$ cat src/rtl/p251_add.sv
// Purpose: registered modular adder over GF(PRIME), out = (in_1 + in_2) mod PRIME.
// Latency: one cycle from i_start to o_done/out; a new operand pair accepted every clock.
// Backpressure: none; every accepted i_start yields exactly one o_done pulse.
module p251_add #(
    parameter int WIDTH = 8,
    parameter int PRIME = 251
) (
    input  logic             i_clk,
    input  logic             i_rst,
    input  logic             i_start,
    input  logic [WIDTH-1:0] in_1,
    input  logic [WIDTH-1:0] in_2,
    output logic [WIDTH-1:0] out,
    output logic             o_done
);

    // The sum needs one extra bit; with 2^WIDTH > PRIME, 2*PRIME still fits in WIDTH+1 bits.
    localparam logic [WIDTH:0] PRIME_X1 = (WIDTH+1)'(PRIME);
    localparam logic [WIDTH:0] PRIME_X2 = (WIDTH+1)'(2 * PRIME);

    logic [WIDTH:0] sum_full;
    logic [WIDTH:0] sum_red;

    // Full reduction: non-canonical operands can push the sum past 2*PRIME,
    // so a single conditional subtract of PRIME is not enough.
    always_comb begin
        sum_full = {1'b0, in_1} + {1'b0, in_2};
        sum_red  = sum_full;
        if (sum_full >= PRIME_X2) begin
            sum_red = sum_full - PRIME_X2;
        end else if (sum_full >= PRIME_X1) begin
            sum_red = sum_full - PRIME_X1;
        end
    end

    // Output registers: reset wins over i_start; out holds between strobes.
    always_ff @(posedge i_clk) begin
        if (i_rst) begin
            out    <= '0;
            o_done <= 1'b0;
        end else begin
            o_done <= i_start;
            if (i_start) begin
                out <= sum_red[WIDTH-1:0];
            end
        end
    end

endmodule

$ cat config.mk
export PLATFORM = sky130hd
export DESIGN_NAME = p251_add
export DESIGN_NICKNAME = d
export VERILOG_FILES = /design/src/rtl/p251_add.sv
export SDC_FILE = /design/constraint.sdc
export NUM_CORES = 1
export LEC_CHECK = 0
export ABC_AREA = 1
export CAP_MARGIN = 30
export CORE_UTILIZATION = 45
export CTS_BUF_LIST = sky130_fd_sc_hd__clkbuf_16
export CTS_CLUSTER_SIZE = 12
export DETAILED_ROUTE_END_ITERATION = 8
export GPL_ROUTABILITY_DRIVEN = 0
export PLACE_DENSITY = 0.74
export SYNTH_ARGS = -nofsm -noshare
export SYNTH_HDL_FRONTEND = slang
export SYNTH_SLANG_ARGS = --single-unit
$ cat constraint.sdc
create_clock -name i_clk -period 6.7 [get_ports i_clk]
set_clock_uncertainty 0.1 [all_clocks]
set_input_delay 1.34 -clock i_clk [delete_from_list [all_inputs] [get_ports i_clk]]
set_output_delay 1.34 -clock i_clk [all_outputs]
set_load 0.1 [all_outputs]
==> impl_results.md, run 1 <==
* Worst path arrival time at a little over 4 ns
* First-pass GRT wire length at just over 4000 um
* TritonRoute pass-1 iters at 4
* CTS tree: built
* Final period util at 0.6148
* Detail Placement HPWL at ~2100 um
* Peak supply drop at 0.0002339 V
* Power share of the sequential group at 0.178
* Vias/cell at around 5
* # setup viols final at 0
* Post-CTS Resized at 0
* Least-Margin Pin Slew at about 1 ns
* Max Fclk at 242.8 MHz
* Via count at about 1,300
* Drt wl/cell at between 9 and 10 um
* Final hold vios at 0
* Drt initial violations at 34
* CTS buffer count at 3
* Cell area after layout at roughly 1600 sq um
* Max-Cap Viols at 0
* Area contributors post-synth: nand2_1 18%, dfxtp_1 14%, ha_1 12%
* Post-CTS setup buffer count at 0
* Clk slew on worst S/H paths at about 0.04 ns
* Clock Path Buffers at 2
* Hold_ws at ~0.36 ns
* Final Net Count at between 200 and 300
* Share of layout cells above drive strength 1 at 0.1522
* Initial antenna violation count at 0
* Clk_lat worst skew at roughly 0.23 ns
* Die area at between 2000 and 3000 sq um
* PnR worst setup slack at approximately 2.6 ns
* Largest net degree at the start of global routing at 15
* RSZ-0062 raised after global routing: no
* Internal Dissipation at 0.1998 mW
* GRT Overall Usage at 0.1847
* Drt drc at 0
* Final TNS setup at 0 ns
* Filler instances at about 250
* Post-Syn Area at ~1200 sq um
* Root buffer cell: clkbuf_16
* GRT overflow at 0
* Path type of the worst min-delay path: reg -> reg
* CORE AREA at between 2000 and 3000 sq um
* # clock sinks at 9
* Initial Util at 0.4897
* Die X at approximately 55 um
* Critical path type: in -> reg
* Status: finished, final reports clean
* Warnings, synthesis at 0
* Htree depth at 1
* CP max FO at 11
* Hold bufs inserted after CTS at 0
* Met3 Wirelength at between 90 and 100 um
* PwrDens at around 220 nW/um^2
* Post-Syn Area per Cell at slightly above 6 sq um
* Worst Setup Start Kind: primary input
* Rows at 18
* Die height at around 55 um
* Synth Register Bits at 9
* Leak at between 0.8 and 0.9 nW
* Max Slew Vio Count at 0
* IO Count at 28
* CP Capture Type: flop
* Combinational share of power at 0.529
* Minimum clock period at approximately 4 ns
* Non-filler cells, final at 260
* Area share of the largest cell type after synthesis at 0.1807
* Ant. Diodes at 0
* WL met1 at about 1300 um
* Syn_nets at ~230
* WP data required at 6.73 ns
* Distinct cell type count after synthesis at 30
* Clk pwr share at 0.293
* Final core utilization at 0.6327
* Vias in the first global route at about 1,000
* Dpl cells at between 200 and 300
* Wirelength, routed at between 2000 and 2500 um
* Register area share after synthesis at 0.1446
* Area leader, netlist: nand2_1
* Top layer used by detailed routing: met4
* Placed cell area at between 1500 and 2000 sq um
* Final ANT Viol Nets at 0
* Mapped Cells at slightly above 200
* Max_slew headroom at 0.3459
* Switching power at about 0.15 mW
* DR WL met2 at roughly 1100 um
* Layout area overhead at 29.22%
* Sw frac at 0.4305
* Place WS at about 2.3 ns
* PortBufs at 27
* Total power at about 0.35 mW
[power groups by stage]
stage	Combinational [mW]	Sequential, mW	Clock, mW
6_report	0.186	0.0623	0.103
5_1_grt	0.205	0.0628	0.108
4_1_cts	0.187	0.0623	0.104
3_5_place_dp	0.186	0.0630	0
3_3_place_gp	0.186	0.0629	0
2_1_floorplan	0.107	0.104	0
[cells in the mapped netlist]
master	count
a21oi_1	5
a21oi_2	3
buf_6	1
clkbuf_1	1
clkbuf_4	1
clkinv_1	1
dfxtp_1	9
fa_1	1
ha_1	12
inv_1	25
inv_2	2
inv_4	1
nand2_1	60
nand2_2	11
nand2_4	6
nand3_1	16
nand3_2	3
nand3b_1	1
nand4_1	4
nor2_1	19
nor2_2	4
nor3_1	1
nor3_4	1
o21ai_0	2
o21ai_1	6
o21bai_1	1
or2_1	1
or2_4	1
xnor2_1	1
xor2_1	2
[worst max-delay path: stages]
cell             delay, ns
clkdlybuf4s50_1       0.40
ha_1                  0.24
fa_1                  0.41
or2_1                 0.26
nand2_4               0.10
ha_1                  0.15
nand2_1               0.08
nand2_4               0.10
nand3_1               0.09
nor2_2                0.12
nand2_1               0.08
nor2_2                0.09
nor2_2                0.07
nand2_2               0.19
nand2_1               0.08
nand2_1               0.08
nand2_1               0.05
nand2_1               0.05
nand3_1               0.06
nand2_1               0.07
inv_1                 0.03
[metal layers]
metal / vias up / global-route usage
li1: 690 / -
met1: 556 / 0.2836
met2: 23 / 0.2610
met3: 3 / 0.04167
met4: 0 / 0.02564
met5: - / 0
[layout make-up]
| cell class | instances | area, sq um | share of cell area |
|---|---|---|---|
| timing repair buffer | 27 | 270.3 | 0.1678 |
| tap | 30 | 37.54 | 0.02331 |
| sequential | 9 | 180.2 | 0.1119 |
| clock buffer | 3 | 75.07 | 0.04662 |
| multi-input combinational | 161 | 932.1 | 0.5789 |
| clock inverter | 1 | 3.754 | 0.002331 |
| inverter | 29 | 111.4 | 0.06915 |
[state kept, by name, indices dropped and copies added, names as in the netlist]
| signal | count |
|---|---|
| out | 8 |
| o_done | 1 |
[cells in the final DEF, fill, tap and decap left out]
master / instances
nand3_2: 3
o21ai_1: 6
nor3_1: 1
inv_2: 2
nand2_2: 11
dfxtp_1: 9
ha_1: 12
or2_1: 1
clkinv_1: 1
clkdlybuf4s50_1: 27
nor2_1: 19
nand2_1: 60
inv_4: 1
o21bai_1: 1
inv_1: 26
nand3b_1: 1
nor3_4: 1
nor2_2: 4
nand3_1: 16
or2_4: 1
a21oi_2: 3
clkbuf_16: 3
nand2_4: 6
a21oi_1: 5
xnor2_1: 1
xor2_1: 2
fa_1: 1
nand4_1: 4
o21ai_0: 2
[path summary, 6_finish.rpt]
kind / startpoint / end / slack [ns] / cells after the start
min: out[2]$_SDFFE_PP0P_ / out[2]$_SDFFE_PP0P_ / 0.36 / 2
max: in_1[0] / out[5]$_SDFFE_PP0P_ / 2.58 / 21
min reg2reg: out[2]$_SDFFE_PP0P_ / out[2]$_SDFFE_PP0P_ / 0.36 / 2
max reg2reg: out[3]$_SDFFE_PP0P_ / out[3]$_SDFFE_PP0P_ / 5.95 / 4
[kinds of logic after synthesis]
| kind of cell | count (synthesis) | synth area share |
|---|---|---|
| AO/OA/AOI/OAI | 17 | 0.07932 |
| buffers and inverters | 32 | 0.1074 |
| AND/OR/NAND/NOR | 128 | 0.5111 |
| flip-flops | 9 | 0.1446 |
| XOR/XNOR | 3 | 0.02109 |
| adder cells (fa/ha/maj) | 13 | 0.1365 |
No activity file was read; power rests on OpenSTA's default activity.
==> run 2, diff against run 1 <==
- clock period: 6.7 -> 4.22 ns (I/O delays scaled with it)
==> impl_results.md, run 2 (synthesis results as in run 1) <==
* Drt initial violations at 28
* Max Fclk at around 280 MHz
* Worst Setup EP: out[5]$_SDFFE_PP0P_
* CP max FO at 11
* Reg2Reg Depth at 4
* Sw frac at 0.4305
* Final period util at 0.8595
* Clk_lat worst skew at around 0.23 ns
* Vias in the first global route at between 900 and 1,000
* Largest regs: out: 8 flops, o_done: 1 flops
* Drt wl/cell at between 9 and 10 um
* Final ANT Viol Nets at 0
* Setup crit start: in_1[0]
* Final Net Count at 263
* Path type of the worst min-delay path: reg -> reg
* Worst Setup Start Kind: primary input
* Root buffer cell: clkbuf_16
* Die X at about 55 um
* RSZ-0062 raised after global routing: no
* Die height at roughly 55 um
* Status: finished, final reports clean
* Vias/cell at slightly below 5
* CTS buffer count at 3
* PwrDens at between 300 and 400 nW/um^2
* Max-Cap Viols at 0
* Clk slew on worst S/H paths at 0.04 ns
* Hold_ws at around 0.36 ns
* First-pass GRT wire length at ~4000 um
* Internal Dissipation at between 0.3 and 0.4 mW
* Ant. Diodes at 0
* Clk pwr share at 0.292
* FF-to-FF Start: out[7]$_SDFFE_PP0P_
* Placed cell area at ~1500 sq um
* Peak supply drop at 0.0003890 V
* GRT overflow at 0
* WP data required at 4.25 ns
* Total power at about 0.56 mW
* Least-Margin Pin Slew at around 0.97 ns
* PnR worst setup slack at ~0.59 ns
* Hold bufs inserted after CTS at 0
* Htree depth at 1
* Cell area after layout at around 1600 sq um
* Place WS at around 0.35 ns
* Clock Path Buffers at 2
* # clock sinks at 9
* Final core utilization at 0.6327
* Post-CTS Resized at 0
* Initial antenna violation count at 0
* Max_slew headroom at 0.3493
* Final TNS setup at 0 ns
* Commonest non-fill, non-tap cell in the layout: nand2_1
* Non-filler cells, final at between 200 and 300
* Largest net degree at the start of global routing at 15
* FF-to-FF End: out[7]$_SDFFE_PP0P_
* IO Count at 28
* Detail Placement HPWL at between 2000 and 2500 um
* Via count at ~1,300
* Switching power at 0.2398 mW
* Rows at 18
* Worst-path cell chain: clkdlybuf4s50_1 > ha_1 > fa_1 > or2_1 > nand2_4 > ha_1 > nand2_1 > nand2_4 > nand3_1 > nor2_2 > nand2_1 > nor2_2 > nor2_2 > nand2_2 > nand2_1 > nand2_1 > nand2_1 > nand2_1 > nand3_1 > nand2_1 > inv_1
* Max reg flops at 8
* Worst path arrival time at ~3.7 ns
* Post-CTS setup buffer count at 0
* Die area at between 2000 and 3000 sq um
* Slowest cell on crit path: fa_1
* Minimum clock period at 3.627 ns
* Power share of the sequential group at 0.177
* Layout area overhead at 29.22%
* CP Capture Type: flop
* Final hold vios at 0
* CP max stage delay at roughly 0.42 ns
* Initial Util at 0.4897
* Combinational share of power at 0.531
* Drt drc at 0
* # setup viols final at 0
* Reg-to-reg setup timing slack at ~3.5 ns
* PortBufs at 27
* TritonRoute pass-1 iters at 4
* Top cell by count, worst path: nand2_1
* CTS tree: built
* Max Slew Vio Count at 0
* Share of layout cells above drive strength 1 at 0.1522
* CORE AREA at ~2500 sq um
* Commonest cells after routing, fill and taps aside: 60 x nand2_1, 27 x clkdlybuf4s50_1, 26 x inv_1, 19 x nor2_1, 16 x nand3_1
* Dpl cells at about 260
* GRT Overall Usage at 0.1785
* Leak at 0.8483 nW
* Largest Register: out
* Critical path type: in -> reg
* Wirelength, routed at between 2000 and 2500 um
-- run 2: cell counts in the layout (fill, tap and decap cells not counted) --
Identical to the previous run, type by type.
-- run 2: how the worst min path moves through the flow --
stage,slack [ns],to,startpoint,cells after the start
final,0.36,out[2]$_SDFFE_PP0P_,out[2]$_SDFFE_PP0P_,2
after global routing,0.38,out[1]$_SDFFE_PP0P_,out[1]$_SDFFE_PP0P_,2
after CTS,0.37,out[1]$_SDFFE_PP0P_,out[1]$_SDFFE_PP0P_,2
after detailed placement,0.36,out[1]$_SDFFE_PP0P_,out[1]$_SDFFE_PP0P_,2
after global placement,0.36,out[2]$_SDFFE_PP0P_,out[2]$_SDFFE_PP0P_,2
after floorplan,0.80,out[1]$_SDFFE_PP0P_,out[1]$_SDFFE_PP0P_,2
-- run 2: area by class of cell --
cell class | instances | area [sq um]
clock buffers | 3 | 75.07
clock inverters | 1 | 3.754
fillers | 241 | 934.6
inverters | 29 | 111.4
multi-input cells | 161 | 932.1
flip-flops and latches | 9 | 180.2
well taps | 30 | 37.54
repair buffers | 27 | 270.3
-- run 2: layer usage --
layer | track usage | routed length [um]
met3 | 0.02500 | 64
met5 | 0 | 0
met1 | 0.2691 | 1332
met4 | 0.02564 | 6
met2 | 0.2691 | 1049
-- run 2: worst max-delay path: cells and delay by family --
family,cells,cell delay (ns)
fa+ha+maj,3,0.81
buf+inv,2,0.43
simple gates,16,1.57
-- run 2: power groups by stage --
stage          combinational, mW  clock (mW)  sequential, mW
2_1_floorplan              0.169           0           0.165
3_3_place_gp               0.295           0          0.0999
3_5_place_dp               0.295           0           0.100
4_1_cts                    0.296       0.164          0.0987
5_1_grt                    0.326       0.169          0.0998
6_report                   0.296       0.163          0.0986
